### src/rtl/udp_hdr_parser_if.sv
// udp_hdr_parser_if: 16-bit AXI-stream link with valid/ready/data/last
interface udp_hdr_parser_if;
  logic        valid;
  logic        ready;
  logic [15:0] data;
  logic        last;
  modport master (output valid, data, last, input ready);
  modport slave (input valid, data, last, output ready);
endinterface

### src/rtl/udp_hdr_parser.sv
// udp_hdr_parser: strips the 4-word UDP header, forwards payload, flags short/length/filter faults
module udp_hdr_parser #(
  parameter logic        FILTER_EN  = 1'b0,
  parameter logic [15:0] LOCAL_PORT = 16'd5000
) (
  input  logic                    clk,
  input  logic                    reset_n,
  udp_hdr_parser_if.slave         r,
  udp_hdr_parser_if.master        t,
  output logic                    hdr_valid,
  output logic [15:0]             src_port,
  output logic [15:0]             dst_port,
  output logic [15:0]             udp_len,
  output logic [15:0]             udp_csum,
  output logic                    err_short,
  output logic                    err_len,
  output logic                    drop
);
  typedef enum logic [1:0] {HDR, PAYLOAD, DROP} state_t;
  state_t      state_q, state_d;
  logic [1:0]  idx_q, idx_d;
  logic [15:0] rem_q, rem_d;
  logic        pend_q, pend_d;
  logic [15:0] src_port_q, src_port_d, dst_port_q, dst_port_d;
  logic [15:0] udp_len_q, udp_len_d, udp_csum_q, udp_csum_d;
  logic [15:0] t_data_q, t_data_d;
  logic        t_valid_q, t_valid_d, t_last_q, t_last_d;
  logic        hdr_valid_q, hdr_valid_d, err_short_q, err_short_d;
  logic        err_len_q, err_len_d, drop_q, drop_d;
  logic        acc;
  logic [15:0] exp_words;
  assign r.ready   = (state_q == PAYLOAD) ? (!t_valid_q || t.ready) : 1'b1;
  assign acc       = r.valid && r.ready;
  assign exp_words = (udp_len_q - 16'd7) >> 1;
  assign t.valid   = t_valid_q;
  assign t.data    = t_data_q;
  assign t.last    = t_last_q;
  assign hdr_valid = hdr_valid_q;
  assign src_port  = src_port_q;
  assign dst_port  = dst_port_q;
  assign udp_len   = udp_len_q;
  assign udp_csum  = udp_csum_q;
  assign err_short = err_short_q;
  assign err_len   = err_len_q;
  assign drop      = drop_q;
  always_comb begin
    state_d     = state_q;
    idx_d       = idx_q;
    rem_d       = rem_q;
    pend_d      = pend_q;
    src_port_d  = src_port_q;
    dst_port_d  = dst_port_q;
    udp_len_d   = udp_len_q;
    udp_csum_d  = udp_csum_q;
    t_data_d    = t_data_q;
    t_valid_d   = t_valid_q && !t.ready;
    t_last_d    = t_last_q && t_valid_d;
    hdr_valid_d = 1'b0;
    err_short_d = 1'b0;
    err_len_d   = 1'b0;
    drop_d      = 1'b0;
    if (acc && state_q == HDR) begin
      src_port_d  = (idx_q == 2'd0) ? r.data : src_port_q;
      dst_port_d  = (idx_q == 2'd1) ? r.data : dst_port_q;
      udp_len_d   = (idx_q == 2'd2) ? r.data : udp_len_q;
      udp_csum_d  = (idx_q == 2'd3) ? r.data : udp_csum_q;
      idx_d       = (r.last || idx_q == 2'd3) ? 2'd0 : idx_q + 2'd1;
      err_short_d = r.last && idx_q != 2'd3;
      // udp_len was captured on the previous beat, so the verdict is ready as beat 3 lands
      if (idx_q == 2'd3) begin
        hdr_valid_d = 1'b1;
        pend_d      = 1'b0;
        if (r.last)
          err_len_d = exp_words != 16'd0;
        else if (udp_len_q < 16'd8) begin
          err_len_d = 1'b1;
          state_d   = DROP;
        end else if (FILTER_EN && dst_port_q != LOCAL_PORT) begin
          drop_d  = 1'b1;
          state_d = DROP;
        end else if (exp_words == 16'd0) begin
          err_len_d = 1'b1;
          state_d   = DROP;
        end else begin
          state_d = PAYLOAD;
          rem_d   = exp_words;
        end
      end
    end else if (acc && state_q == PAYLOAD) begin
      t_valid_d = 1'b1;
      t_data_d  = r.data;
      t_last_d  = (rem_q == 16'd1) || r.last;
      rem_d     = rem_q - 16'd1;
      if (r.last) begin
        state_d   = HDR;
        err_len_d = rem_q != 16'd1;
      end else if (rem_q == 16'd1) begin
        state_d = DROP;
        pend_d  = 1'b1;
      end
    end else if (acc && state_q == DROP && r.last) begin
      // an overlong packet reports its length fault only once the tail is drained
      state_d   = HDR;
      err_len_d = pend_q;
      pend_d    = 1'b0;
    end
  end
  always_ff @(posedge clk or negedge reset_n) begin
    if (!reset_n) begin
      state_q     <= HDR;
      idx_q       <= 2'd0;
      rem_q       <= 16'd0;
      pend_q      <= 1'b0;
      src_port_q  <= 16'd0;
      dst_port_q  <= 16'd0;
      udp_len_q   <= 16'd0;
      udp_csum_q  <= 16'd0;
      t_data_q    <= 16'd0;
      t_valid_q   <= 1'b0;
      t_last_q    <= 1'b0;
      hdr_valid_q <= 1'b0;
      err_short_q <= 1'b0;
      err_len_q   <= 1'b0;
      drop_q      <= 1'b0;
    end else begin
      state_q     <= state_d;
      idx_q       <= idx_d;
      rem_q       <= rem_d;
      pend_q      <= pend_d;
      src_port_q  <= src_port_d;
      dst_port_q  <= dst_port_d;
      udp_len_q   <= udp_len_d;
      udp_csum_q  <= udp_csum_d;
      t_data_q    <= t_data_d;
      t_valid_q   <= t_valid_d;
      t_last_q    <= t_last_d;
      hdr_valid_q <= hdr_valid_d;
      err_short_q <= err_short_d;
      err_len_q   <= err_len_d;
      drop_q      <= drop_d;
    end
  end
endmodule
### src/flat_wrapper.sv
// flat-port wrapper written by rule: the top's interface ports become plain ports
module udp_hdr_parser_flat 
#(
  parameter logic        FILTER_EN  = 1'b0,
  parameter logic [15:0] LOCAL_PORT = 16'd5000
)
  (clk, reset_n, hdr_valid, src_port, dst_port, udp_len, udp_csum, err_short, err_len, drop, r_valid, r_data, r_last, r_ready, t_valid, t_data, t_last, t_ready);
  udp_hdr_parser_if r_i ();
  udp_hdr_parser_if t_i ();
  input  logic clk;
  input  logic reset_n;
  output logic hdr_valid;
  output logic [15:0] src_port;
  output logic [15:0] dst_port;
  output logic [15:0] udp_len;
  output logic [15:0] udp_csum;
  output logic err_short;
  output logic err_len;
  output logic drop;
  input wire logic [$bits(r_i.valid)-1:0] r_valid;
  input wire logic [$bits(r_i.data)-1:0] r_data;
  input wire logic [$bits(r_i.last)-1:0] r_last;
  output wire logic [$bits(r_i.ready)-1:0] r_ready;
  output wire logic [$bits(t_i.valid)-1:0] t_valid;
  output wire logic [$bits(t_i.data)-1:0] t_data;
  output wire logic [$bits(t_i.last)-1:0] t_last;
  input wire logic [$bits(t_i.ready)-1:0] t_ready;
  assign r_i.valid = r_valid;
  assign r_i.data = r_data;
  assign r_i.last = r_last;
  assign r_ready = r_i.ready;
  assign t_valid = t_i.valid;
  assign t_data = t_i.data;
  assign t_last = t_i.last;
  assign t_i.ready = t_ready;
  udp_hdr_parser #(.FILTER_EN(FILTER_EN), .LOCAL_PORT(LOCAL_PORT)) u_core (.clk(clk), .reset_n(reset_n), .r(r_i), .t(t_i), .hdr_valid(hdr_valid), .src_port(src_port), .dst_port(dst_port), .udp_len(udp_len), .udp_csum(udp_csum), .err_short(err_short), .err_len(err_len), .drop(drop));
endmodule
### config.mk
export PLATFORM = sky130hd
export DESIGN_NAME = udp_hdr_parser_flat
export DESIGN_NICKNAME = d
export VERILOG_FILES = /design/src/rtl/udp_hdr_parser_if.sv /design/src/rtl/udp_hdr_parser.sv /design/src/flat_wrapper.sv
export SDC_FILE = /design/constraint.sdc
export NUM_CORES = 1
export LEC_CHECK = 0
export CORE_MARGIN = 2
export CORE_UTILIZATION = 40
export DETAILED_ROUTE_END_ITERATION = 10
export PLACE_DENSITY = 0.65
export SYNTH_ARGS = -nofsm -noshare
export SYNTH_HDL_FRONTEND = slang
export SYNTH_SLANG_ARGS = --single-unit
### constraint.sdc
create_clock -name clk -period 8 [get_ports clk]
set_input_delay 2.4 -clock clk [delete_from_list [all_inputs] [get_ports clk]]
set_output_delay 2.4 -clock clk [all_outputs]
set_load 0.02 [all_outputs]
-- After elaboration in Yosys (flattened, before gate mapping)
Cells that the tools add are included.
W data, S select, Z words.
- flip-flop bits (word level): 106
- memories: 0
- word-level logic and storage cells: 99
- latch bits: 0
- memory bits (read-only): 0
- output and inout port bits: 87
- RAM bits: 0
- input port bits: 21
- mux-type cells: 38
- shifts and indexed selects: 0
- $add $sub $neg: 3
- $lt $le $gt $ge: 1
- multipliers: 0
- div/mod/pow operators: 0
- reduce and logical (&&, ||, !) cells: 27
- equal/unequal tests: 15
- bitwise logic cells: 1
- operators by type and width (cell ; number):
    $mux W16 ; 6
    $mux W1 ; 22
    $mux W2 ; 10
    $eq A16 B1 Y1 const B ; 1
    $logic_not A16 Y1 ; 1
    $lt A16 B4 Y1 const B ; 1
    $ne A16 B1 Y1 const B ; 1
    $reduce_bool A16 Y1 ; 1
    $sub A16 B1 Y16 const B ; 1
    $sub A16 B3 Y16 const B ; 1
    $ne A2 B2 Y1 const B ; 5
    $reduce_and A2 Y1 ; 5
    $logic_and A1 B1 Y1 ; 8
    $reduce_and A4 Y1 ; 2
    $eq A2 B2 Y1 const B ; 3
    $ne A3 B2 Y1 const B ; 2
    $reduce_and A5 Y1 ; 1
    $eq A2 B1 Y1 const B ; 2
    $logic_not A2 Y1 ; 2
    $ne A4 B3 Y1 const B ; 1
    $logic_or A1 B1 Y1 ; 3
    $reduce_bool A3 Y1 ; 1
    $add A2 B1 Y2 const B ; 1
    $logic_not A1 Y1 ; 2
    other kinds (2) ; 2

-- Longest topological paths before layout
Gate-level depths: netlist of run 1.
- word-level depth: 9
- depth in mapped cells: 9
- gate-level depth less buffers: 8

-- Worst setup path before layout of run 1
No wires, ideal clock.
- path kind: input to output
- from: input port t_ready
- to: output port r_ready
- cell stages on the path: 2
- arrival: 2.914 ns
- buffers on the path: 0
- slack: 2.686 ns
- data required time: 5.600 ns
- path through: nor2b_1 -> nand3_1
- cells in the longest elaborated chain, start to end: 2
- RTL lines (what ; line ; RTL):
    from (decl) ; flat_wrapper.sv:27 ; input wire logic [$bits(t_i.ready)-1:0] t_ready;
    $logic_or A1 B1 Y1 ; udp_hdr_parser.sv:32 ; assign r.ready = (state_q == PAYLOAD) ? (!t_valid_q || t.ready) : 1'b1;
    $mux W1 ; udp_hdr_parser.sv:32 ;
    to (decl) ; flat_wrapper.sv:23 ; output wire logic [$bits(r_i.ready)-1:0] r_ready;
No other way between the ends.

-- Final worst setup path of run 1
Same ends and word-level chain as after synthesis.

==> impl_metrics.yaml, run 1 <==
route:
  postRouteAntennaNets: 0
  vias: 3922
  wire_per_inst_microns: 17.0
  drt_iter0_drc: 333
  wl_microns: 12600
  firstDrtPassIters: 5
  drc: 0
  post_drt_via_cell_ratio: 5.32
layout:
  layout.nets: 590
  layout_commonest_cell: "dfrtp_1"
  drive_gt1_frac: 0.168
  area_growth_pct: 28.5
  mostFrequentLayoutCells: "dfrtp_1 (106), clkdlybuf4s50_1 (105), nand2_1 (65), mux2_2 (65)"
  num_antenna_cells: 0
global_route:
  antenna_found_initial: 0
  grt_max_degree: 56
  grt_overflow: 0
  grt_pass1_vias: 3832
  grt_pass1_wl_microns: 20600
  track_usage: 0.196
critical_path:
  worstSetupStartpointType: "primary input"
  r2r-start: "u_core.udp_len[1]$_DFFE_PN0P_"
  arrival_ns: 3.91
  crit_type: "primary input to primary output"
  reg2reg_depth: 7
  required_ns: 5.60
  reg2reg_slack_ns: 4.50
  path_max_fanout: 6
  r2r_end: "u_core.rem_q[9]$_DFFE_PN0P_"
  critPathCaptureType: "primary output"
flow_run:
  cap_violations: 0
min_path:
  holdPathStages: 2
  min-delay-start: "u_core.t.last$_DFF_PN0_"
  hold_class: "flop to flop"
  holdPathEnd: "u_core.t.last$_DFF_PN0_"
timing:
  finalClockSkew_ns: 0.00740
  setup_slack_ns: 1.69
  slew_headroom: 0.296
  layout_min_cycle_time_ns: 6.31
  fin_crit_sh: 0.788
  rsz0062_at_grt: "no"
  finalSetupTns_ns: 0
  setup_viol: 0
  final_hold_viol_count: 0
  worstMarginPinSlew_ns: 1.06
  slew_viol_final: 0
  fmax_mhz: 159
place:
  port_buffers: 106
  place_congestion: 0.822
  dp_slack_ns: 1.69
  place.detailed.hpwl_microns: 8710
synth:
  ys_warn_count: 0
  synth-seq-cells: 106
  syn-num-nets: 498
  ys_types: 59
  netlist_area_sq_um: 5110
  ys.flop_type: "dfrtp_1"
  syn_inst: 470
  seq_area_frac_synth: 0.519
  async_flop_share: 1.00
  syn_avg_cell_area_sq_um: 10.9
  synth-edff-count: 0
cts:
  cts_resized: 0
  hold_buffers: 0
  cts_tree: "built"
  cts_inserted_buffers: 9
  cts_sinks: 106
  clk_path_buf_depth: 2
  clkTransAtPathRegs_ns: 0.06
  clockRootBuffer: "clkbuf_16"
  cts_setup_buffers: 0
  htree_levels: 3
  clkLatencyLatePin_ns: 0.35
die:
  die_w_microns: 117
  io_pins: 108
  core-area_sq_um: 12500
  dieArea_sq_um: 13700
  placementRows: 41
  start_util: 0.408
  die_h_microns: 117
power:
  power.leakage_nw: 2.72
  ir_drop_uv: 220
  p_per_area_nw_per_um2: 417
run_status:
  status: "complete, no violations"
-- power breakdown --
part / internal (mW) / switching [mW]
Clock: 0.209 / 0.192
Sequential: 0.780 / 0.226
Combinational: 0.656 / 0.675
-- cells in the mapped netlist, types with 2 or more instances --
cell	n	area share
a211oi_1	3	0.0044
a21oi_1	22	0.022
a31oi_1	2	0.0024
and2_1	5	0.0061
and3_1	8	0.0098
buf_1	3	0.0022
buf_2	2	0.0020
buf_4	2	0.0029
clkbuf_1	20	0.015
dfrtp_1	106	0.52
ha_1	7	0.017
inv_1	9	0.0066
mux2_2	65	0.14
nand2_1	65	0.048
nand2b_1	3	0.0037
nand3_1	9	0.0088
nand3b_1	2	0.0029
nand4_1	4	0.0049
nor2_1	22	0.016
nor3_1	19	0.019
nor4_1	4	0.0049
nor4_2	2	0.0049
o211ai_1	4	0.0059
o21ai_0	22	0.022
o22a_1	2	0.0034
o2bb2ai_1	9	0.015
o31ai_1	2	0.0029
or2_2	2	0.0024
or3_1	3	0.0037
or4_1	3	0.0044
xnor2_1	8	0.014
xor2_1	4	0.0069
-- how the worst max path moves through the flow --
stage | cells after the start | slack, ns | end | startpoint
after CTS | 4 | 1.67 | r_ready | t_ready
after global routing | 4 | 1.61 | r_ready | t_ready
after detailed placement | 4 | 1.69 | r_ready | t_ready
final | 4 | 1.69 | r_ready | t_ready
after floorplan | 2 | 2.69 | r_ready | t_ready
after global placement | 4 | 1.74 | r_ready | t_ready
-- worst max-delay path, cell delays in order --
cell,delay [ns]
clkdlybuf4s50_1,0.40
nor2b_1,0.42
nand3_1,0.13
clkdlybuf4s50_1,0.55
-- through the flow --
step	std cells	util	hold WS (ns)	instance area (sq um)	power, mW
after global placement	723	0.504	0.454	6300	2.32
after floorplan	470	-	0.457	5110	1.76
after global routing	737	0.524	0.511	6560	2.92
final	737	0.524	0.464	6560	2.74
after detailed placement	723	0.504	0.458	6300	2.35
after CTS	737	0.524	0.472	6560	2.77
-- area by class of cell --
| class | instances | area [sq um] |
|---|---|---|
| fill | 1156 | 5950 |
| sequential | 106 | 2650 |
| multi-input combinational | 327 | 2320 |
| timing repair buffer | 109 | 1080 |
| clock buffer | 10 | 229 |
| tap | 172 | 215 |
| inverter | 9 | 33.8 |
| clock inverter | 4 | 30.0 |
-- kinds of logic (layout without fill, tap and decap cells) --
group | count (synthesis) | in the layout | synth area share
DFF | 106 | 106 | 0.519
adders and majority gates | 7 | 7 | 0.0171
other | 1 | 1 | 0.000734
AOI/OAI and AO/OA | 83 | 83 | 0.114
xor gates and xnor gates | 12 | 12 | 0.0206
buffers and inverters | 37 | 132 | 0.0306
muxes | 66 | 66 | 0.145
and+or+nand+nor | 158 | 158 | 0.152
-- state kept, by name (all words and copies together) (netlist names), 2 cells and up --
register	flops
u_core.dst_port	16
u_core.src_port	16
u_core.udp_len	16
u_core.state_q	2
u_core.udp_csum	16
u_core.rem_q	16
u_core.idx_q	2
u_core.t.data	16
-- metal layers --
layer	part of all wire	vias to the layer above	track usage	wire length [microns]
met5	0	-	0	0
met4	0.017	0	0.0698	213
met3	0.065	15	0.0669	812
met2	0.48	110	0.306	6010
met1	0.44	1946	0.255	5530
li1	-	1851	-	-
(Power assumes the default switching activity.)
==> run 2, diff against run 1 <==
--- a/config.mk
+++ b/config.mk
@@ -8,7 +8,7 @@
 export CORE_MARGIN = 2
 export CORE_UTILIZATION = 40
 export DETAILED_ROUTE_END_ITERATION = 10
-export PLACE_DENSITY = 0.65
+export PLACE_DENSITY = 0.68
 export SYNTH_ARGS = -nofsm -noshare
 export SYNTH_HDL_FRONTEND = slang
 export SYNTH_SLANG_ARGS = --single-unit
==> constraint.sdc (replaced) <==
create_clock -name clk -period 5.8 [get_ports clk]
set_input_delay 1.74 -clock clk [delete_from_list [all_inputs] [get_ports clk]]
set_output_delay 1.74 -clock clk [all_outputs]
set_load 0.02 [all_outputs]
==> impl_metrics.yaml, run 2 (same netlist as run 1, synthesis figures left out) <==
run_status:
  status: "complete, no violations"
global_route:
  grt_pass1_vias: 3924
  grt_pass1_wl_microns: 20300
  grt_overflow: 0
  grt_max_degree: 57
  track_usage: 0.194
  antenna_found_initial: 0
timing:
  slew_viol_final: 0
  layout_min_cycle_time_ns: 4.97
  finalClockSkew_ns: 0.00445
  setup_slack_ns: 0.828
  rsz0062_at_grt: "no"
  setup_viol: 0
  worstMarginPinSlew_ns: 0.877
  worst_hold_slack_ns: 0.477
  final_hold_viol_count: 0
  fmax_mhz: 201
  fin_crit_sh: 0.857
  slew_headroom: 0.415
  finalSetupTns_ns: 0
layout:
  layout_commonest_cell: "dfrtp_1"
  layout.nets: 591
  drive_gt1_frac: 0.169
  finalNonFillerCells: 740
  num_antenna_cells: 0
  mostFrequentLayoutCells: "dfrtp_1 (106), clkdlybuf4s50_1 (105), nand2_1 (65), mux2_2 (65)"
  final_area_sq_um: 6590
  fin_util: 0.526
  area_growth_pct: 29.0
cts:
  clkLatencyLatePin_ns: 0.35
  hold_buffers: 0
  cts_inserted_buffers: 9
  clkTransAtPathRegs_ns: 0.06
  clockRootBuffer: "clkbuf_16"
  cts_tree: "built"
  cts_setup_buffers: 0
  cts_resized: 0
  htree_levels: 3
  clk_path_buf_depth: 2
  cts_sinks: 106
critical_path:
  crit_path_max_incr_delay_ns: 0.55
  worstPathCellList: "clkdlybuf4s50_1 > nor2b_1 > nand3_1 > clkdlybuf4s50_1"
  worstSetupStartpointType: "primary input"
  crit_slowest_cell: "clkdlybuf4s50_1"
  path_max_fanout: 6
  critPathCaptureType: "primary output"
  required_ns: 4.06
  arrival_ns: 3.23
  crit_type: "primary input to primary output"
  worst_path_most_repeated_cell: "clkdlybuf4s50_1"
die:
  die_h_microns: 117
  die_w_microns: 117
  start_util: 0.408
  core-area_sq_um: 12500
  io_pins: 108
  placementRows: 41
  dieArea_sq_um: 13700
power:
  p_per_area_nw_per_um2: 577
  power.leakage_nw: 2.72
  total_power_mw: 3.80
  ir_drop_uv: 323
place:
  place_congestion: 0.820
  place.detailed.hpwl_microns: 8990
  placed_cell_area_sq_um: 6310
  port_buffers: 106
  placed_cells: 724
  dp_slack_ns: 0.817
route:
  vias: 3985
  firstDrtPassIters: 5
  post_drt_via_cell_ratio: 5.39
  wire_per_inst_microns: 17.2
  wl_microns: 12700
  drc: 0
  drt_iter0_drc: 379
  postRouteAntennaNets: 0
flow_run:
  cap_violations: 0
min_path:
  hold_class: "flop to flop"
-- run 2: cell type report --
cell class                 instances  area (sq um)
fill                            1147          5930
sequential                       106          2650
multi-input combinational        327          2320
timing repair buffer             110          1090
clock buffer                      13           250
tap                              172           215
inverter                           9          33.8
clock inverter                     3          23.8
-- run 2: layer usage --
metal  up-vias  global-route usage  wire length, microns
li1       1864                   -                     -
met1      1992               0.251                  5360
met2       114               0.310                  6330
met3        15              0.0546                   825
met4         0              0.0784                   184
met5         -                   0                     0
-- run 2: critical path, delay by kind of cell --
family / cells / cell delay, ns
buffers and inverters: 2 / 0.95
and+or+nand+nor: 2 / 0.54
-- run 2: worst paths after layout --
| path | startpoint | to | slack (ns) | cells after the start |
|---|---|---|---|---|
| worst max register to register | u_core.udp_len[0]$_DFFE_PN0P_ | u_core.rem_q[9]$_DFFE_PN0P_ | 2.32 | 7 |
| min in group asynchronous | reset_n | u_core.rem_q[10]$_DFFE_PN0P_ | 1.45 | 1 |
| worst min register to register | u_core.t.last$_DFF_PN0_ | u_core.t.last$_DFF_PN0_ | 0.48 | 2 |
| worst min-delay path | u_core.t.last$_DFF_PN0_ | u_core.t.last$_DFF_PN0_ | 0.48 | 2 |
| worst max-delay path | t_ready | r_ready | 0.83 | 4 |
| max in group asynchronous | reset_n | u_core.hdr_valid$_DFF_PN0_ | 3.25 | 2 |
-- run 2: power by group --
part / internal [mW] / leakage [nW] / switching, mW / total (mW)
Combinational: 0.909 / 1.29 / 0.937 / 1.85
Clock: 0.305 / 0.126 / 0.259 / 0.564
Sequential: 1.08 / 1.31 / 0.317 / 1.39
==> run 3, diff against run 2 <==
--- a/config.mk
+++ b/config.mk
@@ -8,6 +8,7 @@
 export CORE_MARGIN = 2
 export CORE_UTILIZATION = 40
 export DETAILED_ROUTE_END_ITERATION = 10
+export GPL_ROUTABILITY_DRIVEN = 0
 export PLACE_DENSITY = 0.68
 export SYNTH_ARGS = -nofsm -noshare
 export SYNTH_HDL_FRONTEND = slang
==> results of run 3 <==
Same layout as run 2: the final DEF is identical, and so are final timing and power.
